<file path="src/rtl/mc_ctrl_fsm.sv">
// Multicycle main controller: sequences FETCH/DECODE/EXEC/MEM/WB and drives datapath controls.
// Optional overflow trap (EXC state, exc port) enabled by defining OVERFLOW_TRAP_EN.
module mc_ctrl_fsm #(
  parameter bit HALT_ON_ILLEGAL = 1'b1
) (
  input  logic       clk,
  input  logic       rst,
  input  logic [5:0] op,
  input  logic [5:0] funct,
  input  logic       zero,
  input  logic       overflow,
  output logic       pc_en,
  output logic [1:0] pc_src,
  output logic       ior_d,
  output logic       mem_wr,
  output logic       ir_wr,
  output logic       reg_wr,
  output logic       reg_dst,
  output logic       mem_to_reg,
  output logic       alu_src_a,
  output logic [1:0] alu_src_b,
  output logic       ext_op,
  output logic [2:0] alu_ctr,
  output logic [3:0] state,
  output logic       instr_done,
`ifdef OVERFLOW_TRAP_EN
  output logic       exc,
`endif
  output logic       err
);

  typedef enum logic [3:0] {
    S_RST      = 4'd0,
    S_FETCH    = 4'd1,
    S_DECODE   = 4'd2,
    S_MEM_ADDR = 4'd3,
    S_MEM_RD   = 4'd4,
    S_MEM_WB   = 4'd5,
    S_MEM_WR   = 4'd6,
    S_EXEC_R   = 4'd7,
    S_WB_R     = 4'd8,
    S_EXEC_I   = 4'd9,
    S_WB_I     = 4'd10,
    S_BRANCH   = 4'd11,
    S_JUMP     = 4'd12,
`ifdef OVERFLOW_TRAP_EN
    S_EXC      = 4'd13,
`endif
    S_ERR      = 4'd14
  } state_e;

  typedef struct packed {
    logic       pc_wr;
    logic       pc_wr_cond;
    logic [1:0] pc_src;
    logic       ior_d;
    logic       mem_wr;
    logic       ir_wr;
    logic       reg_wr;
    logic       reg_dst;
    logic       mem_to_reg;
    logic       alu_src_a;
    logic [1:0] alu_src_b;
    logic       ext_op;
    logic [2:0] alu_ctr;
    logic       instr_done;
    logic       err;
  } ctrl_t;

  localparam logic [5:0] OP_R     = 6'b000000;
  localparam logic [5:0] OP_LW    = 6'b100011;
  localparam logic [5:0] OP_SW    = 6'b101011;
  localparam logic [5:0] OP_ORI   = 6'b001101;
  localparam logic [5:0] OP_ADDIU = 6'b001001;
  localparam logic [5:0] OP_BEQ   = 6'b000100;
  localparam logic [5:0] OP_J     = 6'b000010;

  localparam logic [5:0] F_ADD  = 6'b100000;
  localparam logic [5:0] F_ADDU = 6'b100001;
  localparam logic [5:0] F_SUB  = 6'b100010;
  localparam logic [5:0] F_SUBU = 6'b100011;
  localparam logic [5:0] F_OR   = 6'b100101;
  localparam logic [5:0] F_SLT  = 6'b101010;
  localparam logic [5:0] F_SLTU = 6'b101011;

  localparam logic [2:0] ALU_ADDU = 3'b000;
  localparam logic [2:0] ALU_ADD  = 3'b001;
  localparam logic [2:0] ALU_OR   = 3'b010;
  localparam logic [2:0] ALU_SUBU = 3'b100;
  localparam logic [2:0] ALU_SUB  = 3'b101;
  localparam logic [2:0] ALU_SLTU = 3'b110;
  localparam logic [2:0] ALU_SLT  = 3'b111;

  state_e state_q, state_d;
  ctrl_t  ctrl_q, ctrl_d;
  logic   funct_legal;

  always_comb begin
    unique case (funct)
      F_ADD, F_ADDU, F_SUB, F_SUBU, F_OR, F_SLT, F_SLTU: funct_legal = 1'b1;
      default:                                           funct_legal = 1'b0;
    endcase
  end

  // NOTE: every signal written in a combinational block gets a default first, so no path can infer a latch.
  always_comb begin
    state_d = S_RST;
    case (state_q)
      S_RST:    state_d = S_FETCH;
      S_FETCH:  state_d = S_DECODE;
      S_DECODE: begin
        case (op)
          OP_R:             state_d = funct_legal ? S_EXEC_R : S_ERR;
          OP_LW, OP_SW:     state_d = S_MEM_ADDR;
          OP_ORI, OP_ADDIU: state_d = S_EXEC_I;
          OP_BEQ:           state_d = S_BRANCH;
          OP_J:             state_d = S_JUMP;
          default:          state_d = S_ERR;
        endcase
      end
      S_MEM_ADDR: state_d = (op == OP_SW) ? S_MEM_WR : S_MEM_RD;
      S_MEM_RD:   state_d = S_MEM_WB;
      S_EXEC_R: begin
        state_d = S_WB_R;
`ifdef OVERFLOW_TRAP_EN
        if (overflow && (funct == F_ADD || funct == F_SUB)) state_d = S_EXC;
`endif
      end
      S_EXEC_I: state_d = S_WB_I;
      S_MEM_WB, S_MEM_WR, S_WB_R, S_WB_I, S_BRANCH, S_JUMP: state_d = S_FETCH;
`ifdef OVERFLOW_TRAP_EN
      S_EXC:    state_d = S_FETCH;
`endif
      S_ERR:    state_d = HALT_ON_ILLEGAL ? S_ERR : S_FETCH;
      default:  state_d = S_RST;
    endcase
  end

  // Outputs are decoded from the next state so the registered copy lines up with state_q.
  always_comb begin
    ctrl_d = '0;
    case (state_d)
      S_FETCH: begin
        ctrl_d.ir_wr     = 1'b1;
        ctrl_d.pc_wr     = 1'b1;
        ctrl_d.alu_src_b = 2'b01;
      end
      S_DECODE: begin
        ctrl_d.alu_src_b = 2'b11;
        ctrl_d.ext_op    = 1'b1;
      end
      S_MEM_ADDR: begin
        ctrl_d.alu_src_a = 1'b1;
        ctrl_d.alu_src_b = 2'b10;
        ctrl_d.ext_op    = 1'b1;
      end
      S_MEM_RD: ctrl_d.ior_d = 1'b1;
      S_MEM_WB: begin
        ctrl_d.reg_wr     = 1'b1;
        ctrl_d.mem_to_reg = 1'b1;
        ctrl_d.instr_done = 1'b1;
      end
      S_MEM_WR: begin
        ctrl_d.ior_d      = 1'b1;
        ctrl_d.mem_wr     = 1'b1;
        ctrl_d.instr_done = 1'b1;
      end
      S_EXEC_R: begin
        ctrl_d.alu_src_a = 1'b1;
        case (funct)
          F_ADD:   ctrl_d.alu_ctr = ALU_ADD;
          F_SUB:   ctrl_d.alu_ctr = ALU_SUB;
          F_SUBU:  ctrl_d.alu_ctr = ALU_SUBU;
          F_OR:    ctrl_d.alu_ctr = ALU_OR;
          F_SLT:   ctrl_d.alu_ctr = ALU_SLT;
          F_SLTU:  ctrl_d.alu_ctr = ALU_SLTU;
          default: ctrl_d.alu_ctr = ALU_ADDU;
        endcase
      end
      S_WB_R: begin
        ctrl_d.reg_wr     = 1'b1;
        ctrl_d.reg_dst    = 1'b1;
        ctrl_d.instr_done = 1'b1;
      end
      S_EXEC_I: begin
        ctrl_d.alu_src_a = 1'b1;
        ctrl_d.alu_src_b = 2'b10;
        ctrl_d.ext_op    = (op != OP_ORI);
        ctrl_d.alu_ctr   = (op == OP_ORI) ? ALU_OR : ALU_ADDU;
      end
      S_WB_I: begin
        ctrl_d.reg_wr     = 1'b1;
        ctrl_d.instr_done = 1'b1;
      end
      S_BRANCH: begin
        ctrl_d.alu_src_a  = 1'b1;
        ctrl_d.alu_ctr    = ALU_SUBU;
        ctrl_d.pc_wr_cond = 1'b1;
        ctrl_d.pc_src     = 2'b01;
        ctrl_d.instr_done = 1'b1;
      end
      S_JUMP: begin
        ctrl_d.pc_wr      = 1'b1;
        ctrl_d.pc_src     = 2'b10;
        ctrl_d.instr_done = 1'b1;
      end
`ifdef OVERFLOW_TRAP_EN
      S_EXC:   ctrl_d.instr_done = 1'b1;
`endif
      S_ERR:   ctrl_d.err = 1'b1;
      default: ;
    endcase
  end

  // NOTE: sequential state uses non-blocking assignments so every register samples pre-edge values.
  always_ff @(posedge clk or posedge rst) begin
    if (rst) begin
      state_q <= S_RST;
      ctrl_q  <= '0;
    end else begin
      state_q <= state_d;
      ctrl_q  <= ctrl_d;
    end
  end

`ifdef OVERFLOW_TRAP_EN
  logic exc_q;
  always_ff @(posedge clk or posedge rst) begin
    if (rst) exc_q <= 1'b0;
    else     exc_q <= (state_d == S_EXC);
  end
  assign exc = exc_q;
`else
  logic unused_overflow;
  assign unused_overflow = overflow;
`endif

  assign pc_en      = ctrl_q.pc_wr | (ctrl_q.pc_wr_cond & zero);
  assign pc_src     = ctrl_q.pc_src;
  assign ior_d      = ctrl_q.ior_d;
  assign mem_wr     = ctrl_q.mem_wr;
  assign ir_wr      = ctrl_q.ir_wr;
  assign reg_wr     = ctrl_q.reg_wr;
  assign reg_dst    = ctrl_q.reg_dst;
  assign mem_to_reg = ctrl_q.mem_to_reg;
  assign alu_src_a  = ctrl_q.alu_src_a;
  assign alu_src_b  = ctrl_q.alu_src_b;
  assign ext_op     = ctrl_q.ext_op;
  assign alu_ctr    = ctrl_q.alu_ctr;
  assign instr_done = ctrl_q.instr_done;
  assign err        = ctrl_q.err;
  assign state      = state_q;

endmodule

</file>
<file path="config.mk">
export PLATFORM = sky130hd
export DESIGN_NAME = mc_ctrl_fsm
export DESIGN_NICKNAME = d
export VERILOG_FILES = /design/src/rtl/mc_ctrl_fsm.sv
export SDC_FILE = /design/constraint.sdc
export NUM_CORES = 1
export LEC_CHECK = 0
export CAP_MARGIN = 20
export CORE_UTILIZATION = 45
export CTS_CLUSTER_SIZE = 20
export DETAILED_ROUTE_END_ITERATION = 10
export PLACE_DENSITY = 0.78
export SYNTH_ARGS = -nofsm -noshare
export SYNTH_HDL_FRONTEND = slang
export SYNTH_SLANG_ARGS = --single-unit
</file>
<file path="constraint.sdc">
create_clock -name clk -period 2.2 [get_ports clk]
set_input_delay 0.22 -clock clk [delete_from_list [all_inputs] [get_ports clk]]
set_output_delay 0.22 -clock clk [all_outputs]
set_load 0.02 [all_outputs]
</file>
-- Yosys cells after proc, flatten, opt, wreduce, memory -nomap -nowiden
Index checks and enable logic that the tools add are counted.
- equal/unequal tests: 40
- multiplexer cells: 22
- bitwise operators: 2
- reduce and logical (&&, ||, !) cells: 13
- operators by type and width (operator ; count):
    $eq 6x6->1 const B ; 9
    $eq 4x4->1 const B ; 12
    $eq 4x3->1 const B ; 8
    $pmux 4 s8 ; 1
    $pmux 4 s5 ; 1
    $pmux 3 s6 ; 1
    $eq 4x2->1 const B ; 4
    $reduce_or 7->1 ; 2
    $eq 6x4->1 const B ; 2
    $mux 1 ; 12
    $reduce_or 2->1 ; 6
    $pmux 3 s3 ; 1
    $eq 4x1->1 const B ; 2
    $eq 6x2->1 const B ; 1
    $eq 6x3->1 const B ; 1
    $logic_not 6->1 ; 1
    $ne 6x4->1 const B ; 1
    $pmux 2 s3 ; 1
    $reduce_or 6->1 ; 1
    $logic_not 4->1 ; 1
    $mux 2 ; 2
    $mux 4 ; 1
    $pmux 2 s2 ; 1
    $reduce_or 4->1 ; 1
    other kinds (4) ; 4
- register bits after elaboration: 23
- input bits: 16
- output and inout bits: 22
- word-level logic and storage cells: 93

-- Longest topological paths before layout
Gate-level depths: netlist (run 1).
- depth after elaboration: 9
- gate-level depth with buffers: 8
- mapped depth without buffers: 7

-- Worst setup path before layout (run 1)
No wires, ideal clock.
- path kind: reg2reg
- start: register state_q[3], in the netlist state[3]
- end: register ctrl_q, in the netlist alu_ctr[1]
- arrival: 1990 ps
- required time: 2122 ps
- path slack: 133 ps
- cell stages (with the launch flop): 9
- buffers on the path: 2
- clock period less this slack: 2067 ps
- cell sequence: dfrtp_1 -> buf_2 -> nor3b_4 -> nand2b_1 -> a221oi_2 -> or2_1 -> buf_4 -> or4b_1 -> a21boi_1
- RTL lines (what ; line ; text):
    start, declared ; 94 ; state_e state_q, state_d;
    start signal, assigned ; 221 ; state_q <= state_d;
    end signal, assigned ; 222 ; ctrl_q <= ctrl_d;
    end, declared ; 95 ; ctrl_t ctrl_q, ctrl_d;

==> impl_results.md, run 1 <==
* Filler Cell Count at 187
* Clock skew at 13.7 ps
* Worst reg2reg path startpoint: state[3]$_DFF_PP0_
* Sequential Power Share at 0.284
* Fin. max-slew vios at 0
* Cells on worst reg2reg path at 6
* CTS Buf Count at 3
* DP HPWL at just under 2000 um
* Max_slew headroom at 0.487
* Mean Syn Cell Area at between 9 and 10 sq um
* Count of cell types in the netlist at 42
* Max FO, Critical Path at 4
* Final WS setup at about 150 ps
* Row cnt at 18
* Max reg flops at 4
* PwrDens at around 1200 nW/um^2
* Tmin final at approximately 2100 ps
* Placed cell area at around 1600 sq um
* Post-route cell area at ~1700 sq um
* Starting Density at 0.476
* Largest net degree at the start of global routing at 23
* Remaining global-route overflow at 0
* Top cells by instance count after synthesis: dfrtp_1, nand2b_1, buf_4
* CTS resizes at 0
* Worst-skew pair later-pin latency at approximately 300 ps
* Detailed Routing Iterations Pass 1 at 4
* Initial antenna violation count at 0
* I/O pin total at 38
* Total number of vias at a little over 1000
* Drt via density at 5.16
* Yosys warning total at 0
* DR iter-0 viols at 18
* CP max stage cell: or4b_1
* Multiplexer area fraction after synthesis at 0.00857
* Ant diodes at 0
* Placed cells at between 150 and 200
* Fin. Hold Viols at 0
* Sw frac at 0.383
* Reg2Reg Capture Point: alu_ctr[1]$_DFF_PP0_
* Die H at approximately 53 um
* Adder-Cell Fraction of Synth Area at 0
* Simple-gate share of the synthesized area at 0.262
* Multi-input logic area at between 500 and 600 sq um
* Max frequency at around 490 MHz
* Setup WS pre-CTS at -213 ps
* Setup crit start kind: input port
* Tcrit/Tclk final at 0.933
* Hold/Removal Path Class: in -> async
* Cell Count, Final, Fillers Out at around 200
* Area grow syn2layout at 47.9%
* # setup viols final at 0
* Sw power at 0.799 mW
* GPL Wtd Cong at ~0.77
* Unrepaired setup endpoints after global routing: no
* Post-Route Utilization at 0.703
* Hold buffers post-CTS at 0
* Most frequent cell after synthesis: dfrtp_1
* Number of synthesized flops with an enable pin at 0
* Clock sinks at 22
* DRT Wirelength at between 2000 and 2500 um
* Post-Syn Instances at 120
* Power Total at 2.09 mW
* Critical path type: in -> reg
* TritonCTS clock tree: done
* Slew @ Worst Pin at a little under 800 ps
* H-tree depth reported by CTS at 1
* ANT nets after route at 0
* Post-synth top area share at 0.472
* Comb power frac at 0.572
* Clk pwr share at 0.144
* Fraction of layout cells with a size suffix above 1 at 0.192
* Critical path arrival at ~2300 ps
* Worst-path clk slew at 130 ps
* Flops & latches, synth at 22
* Part of the Yosys area used for sequential elements at 0.472
* Max Cap Viol at 0
* Routed length per instance at about 12 um
* Async SR Flop Fraction at 1.00
* Synthesized area at about 1200 sq um
* Clock Path Buffers at 2
* DRC at 0
* Core area at 2450 sq um
* # port buffers at 36
* Static leakage at between 0.7 and 0.8 nW
* Largest stage delay, worst path at between 500 and 600 ps
* Largest family of logic cells by synthesized area: simple AND/OR/NAND/NOR gates
* Maximum vdd drop at roughly 0.84 mV
* Mapped Nets at between 100 and 150
* GRT Resource Usage Total at 0.195
* Setup TNS at 0 ps
* Pint at 1.29 mW
* Critical Path RT at between 2000 and 2500 ps
* Clk root buf: clkbuf_4
* Xor/xnor cell area share of the yosys netlist at 0.0225
* Die area at approximately 2800 sq um
* Post-synth top flop: dfrtp_1
* FF-to-FF setup slack at ~240 ps
* Setup bufs post-CTS at 0
* Reg area at about 550 sq um
* Delay-heaviest family, CP: simple AND/OR/NAND/NOR gates
* Die X at roughly 53 um
* Vias in the first global route at around 1000
* NumNets Final at ~180
* Area fraction in compound gates after synthesis at 0.154
* Largest cells by area after synthesis: dfrtp_1, nand2b_1, buf_4
* CP Cell Sequence: clkdlybuf4s50_1 -> buf_4 -> nor4_4 -> a211oi_2 -> o31ai_1 -> o21ai_1 -> or4b_1 -> a21boi_1
* Worst path bufs/invs at 2
* Yosys top cell by area: dfrtp_1
* Critical Path End Type: flop
* Status: finished, final reports clean
* Global-route wire length before repair at about 4000 um
* Hold WS at between 300 and 400 ps
==> metal layers <==
metal	vias up	part of all wire	global-route usage	routed length (um)
met5	-	0	0	0
met4	0	0.0078	0.0789	19
met3	2	0.028	0.00862	69
met2	29	0.57	0.390	1380
met1	475	0.39	0.207	952
li1	511	-	-	-
==> final cells by class <==
| class | count | area share |
|---|---|---|
| tap | 30 | 0.0217 |
| multi-input combinational | 81 | 0.324 |
| clock inverter | 1 | 0.0174 |
| clock buffer | 3 | 0.0130 |
| sequential | 22 | 0.319 |
| inverter | 5 | 0.0109 |
| timing repair buffer | 55 | 0.294 |
==> layout by cell type (no fill, tap or decap), types with 2 or more instances in the layout <==
cell type	count
clkdlybuf4s50_1	34
buf_4	19
dfrtp_1	22
nand2_1	7
xnor2_1	2
o21ai_0	5
a21boi_1	2
nand2b_1	10
a21oi_1	6
nor2_1	7
nand4_1	3
nor2b_1	4
dlymetal6s2s_1	2
nand3_1	4
inv_1	4
clkbuf_4	3
nor3_1	6
==> power by group through the flow <==
stage	Sequential, mW	Clock, mW	Combinational (mW)
2_1_floorplan	0.684	0	0.625
3_3_place_gp	0.594	0	1.15
3_5_place_dp	0.598	0	1.18
4_1_cts	0.594	0.304	1.18
5_1_grt	0.602	0.318	1.31
6_report	0.593	0.302	1.19
==> worst max-delay path by stage <==
stage | end | slack [ps] | startpoint | cells past startpoint
floorplan | alu_ctr[1]$_DFF_PP0_ | 130 | state[3]$_DFF_PP0_ | 8
global placement | alu_ctr[1]$_DFF_PP0_ | -80 | op[0] | 8
detailed placement | alu_ctr[1]$_DFF_PP0_ | -210 | op[0] | 8
finish | alu_ctr[1]$_DFF_PP0_ | 150 | op[0] | 8
CTS | alu_ctr[1]$_DFF_PP0_ | 120 | op[0] | 8
global route | alu_ctr[1]$_DFF_PP0_ | 0.3 | op[0] | 8
==> cell families (layout without fill, tap and decap cells) <==
kind of cell,after synthesis,in the layout
AO/OA/AOI/OAI,25,25
XOR/XNOR,3,3
AND/OR/NAND/NOR,52,52
buffers and inverters,17,64
multiplexers,1,1
flip-flops,22,22
Note: power is estimated with default switching activity, not from simulation.
==> run 2, diff against run 1 <==
PLACE_DENSITY = 0.88   (was 0.78)
clock period = 2.35 ns   (was 2.2 ns; I/O delays follow)
==> run 2 against run 1 <==
Global-route usage rose by 1.5 points. Flip-flop and latch count unchanged. Combinational power shrank 13%. Sequential share of layout area is 3.0 points higher. Final area shrank 8.6%. Sequential power fell by 3.7%. Count of clock-buffer cells in the layout unchanged. Wire length grew 0.17%. Highest routed layer unchanged.
==> impl_results.md, run 2 (synthesis results as in run 1) <==
* Core area at 2450 sq um (unchanged)
* FF-to-FF setup slack at 130 ps (was 240 ps)
* Die X at 52.9 um (unchanged)
* Fin. max-slew vios at 0 (unchanged)
* Worst-skew pair later-pin latency at 290 ps (was 300 ps)
* DR iter-0 viols at 10 (was 18)
* Maximum vdd drop at 0.599 mV (was 0.839 mV)
* Largest net degree at the start of global routing at 23 (unchanged)
* Setup crit start kind: flop (was input port)
* PwrDens at 1120 nW/um^2 (was 1210 nW/um^2)
* DRT Wirelength at 2430 um (was 2420 um)
* Tcrit/Tclk final at 0.945
* Area grow syn2layout at 35.3% (was 47.9%)
* Cells on worst reg2reg path at 6 (unchanged)
* # port buffers at 36 (unchanged)
* Total number of vias at 1000 (was 1017)
* DRC at 0 (unchanged)
* DP HPWL at 2000 um (was 1920 um)
* Die H at 52.9 um (unchanged)
* ANT nets after route at 0 (unchanged)
* Commonest non-fill, non-tap cell in the layout: clkdlybuf4s50_1 (unchanged)
* Cell Count, Final, Fillers Out at 186 (was 197)
* Critical path type: reg -> reg (was in -> reg)
* Placed cell area at 1560 sq um (was 1630 sq um)
* TritonCTS clock tree: done (unchanged)
* Critical Path RT at 2570 ps (was 2440 ps)
* Filler Cell Count at 218 (was 187)
* Clock sinks at 22 (unchanged)
* Power Total at 1.76 mW (was 2.09 mW)
* Hold WS at 367 ps (was 334 ps)
* Initial antenna violation count at 0 (unchanged)
* # setup viols final at 0 (unchanged)
* Max reg flops at 4 (unchanged)
* Unrepaired setup endpoints after global routing: no (unchanged)
* Detailed Routing Iterations Pass 1 at 4 (unchanged)
* H-tree depth reported by CTS at 1 (unchanged)
* Hold buffers post-CTS at 0 (unchanged)
* Most frequent cells in the layout: clkdlybuf4s50_1, dfrtp_1, nand2b_1 (was clkdlybuf4s50_1, dfrtp_1, buf_4)
* Worst-path clk slew at 100 ps (was 130 ps)
* Routed length per instance at 13.0 um (was 12.3 um)
* NumNets Final at 174 (was 184)
* Max frequency at 450 MHz
* Ant diodes at 0 (unchanged)
* Critical path arrival at 2440 ps (was 2290 ps)
* Starting Density at 0.476 (unchanged)
* Placed cells at 183 (was 193)
* Status: finished, final reports clean (unchanged)
* Hold/Removal Path Class: in -> async (unchanged)
* GRT Resource Usage Total at 0.210 (was 0.195)
* Setup bufs post-CTS at 0 (unchanged)
* Clk root buf: clkbuf_4 (unchanged)
* Fin. Hold Viols at 0 (unchanged)
* Static leakage at 0.673 nW (was 0.769 nW)
* Critical Path End Type: flop (unchanged)
* Post-route cell area at 1580 sq um (was 1730 sq um)
* CTS resizes at 0 (unchanged)
* Global-route wire length before repair at 4140 um (was 3950 um)
* Fraction of layout cells with a size suffix above 1 at 0.109 (was 0.192)
* Max FO, Critical Path at 8 (was 4)
* Clock Path Buffers at 2 (unchanged)
* GPL Wtd Cong at 0.863 (was 0.765)
* Remaining global-route overflow at 0 (unchanged)
* Drt via density at 5.38 (was 5.16)
* Slew @ Worst Pin at 745 ps (was 768 ps)
* Vias in the first global route at 1004 (was 989)
* Clock skew at 0.799 ps (was 13.7 ps)
* CTS Buf Count at 3 (unchanged)
* Die area at 2800 sq um (unchanged)
* Row cnt at 18 (unchanged)
* I/O pin total at 38 (unchanged)
* Max_slew headroom at 0.503 (was 0.487)
* Max Cap Viol at 0 (unchanged)
* Tmin final at around 2200 ps
==> run 2: layout make-up <==
type	instances	area, sq um	share of cell area
Sequential cell	22	551	0.349
Multi-Input combinational cell	81	522	0.330
Tap cell	30	37.5	0.0238
Timing Repair Buffer	45	428	0.271
Clock buffer	3	22.5	0.0143
Inverter	5	18.8	0.0119
==> run 2: power by group <==
| part | leakage [nW] | switching (mW) | internal [mW] |
|---|---|---|---|
| clock | 0.0138 | 0.0942 | 0.0596 |
| sequential | 0.292 | 0.0806 | 0.491 |
| combinational | 0.368 | 0.547 | 0.493 |
| total | 0.673 | 0.722 | 1.04 |
==> run 2: per-layer routing <==
| metal | track usage | up-vias | part of all wire |
|---|---|---|---|
| met1 | 0.215 | 470 | 0.37 |
| met2 | 0.401 | 31 | 0.57 |
| met3 | 0.0230 | 4 | 0.038 |
| li1 | - | 495 | - |
| met5 | 0 | - | 0 |
| met4 | 0.127 | 0 | 0.022 |
==> run 2: worst max-delay path: stages, from the launching register on <==
cell and delay, ps:
dfrtp_1 520, nor3b_4 350, nand2b_1 170, a221oi_2 220
or2_1 280, or4b_1 470, a21boi_1 140
==> run 2: metrics by stage <==
step	worst slack, ps	util	TNS [ps]
6_report	130	0.643	0
5_1_grt	26.1	0.643	0
4_1_cts	131	0.643	0
3_5_place_dp	-6.96	0.634	-6.96
3_3_place_gp	87.9	0.634	0
2_1_floorplan	283	-	0
==> run 2: path summary, 6_finish.rpt <==
check | from | to
worst max-delay path | state[3]$_DFF_PP0_ | alu_ctr[1]$_DFF_PP0_
worst min-delay path | rst | instr_done$_DFF_PP0_
worst max register to register | state[3]$_DFF_PP0_ | alu_ctr[1]$_DFF_PP0_
worst min register to register | state[1]$_DFF_PP0_ | mem_to_reg$_DFF_PP0_
max in group asynchronous | rst | reg_wr$_DFF_PP0_
min in group clk | state[1]$_DFF_PP0_ | mem_to_reg$_DFF_PP0_
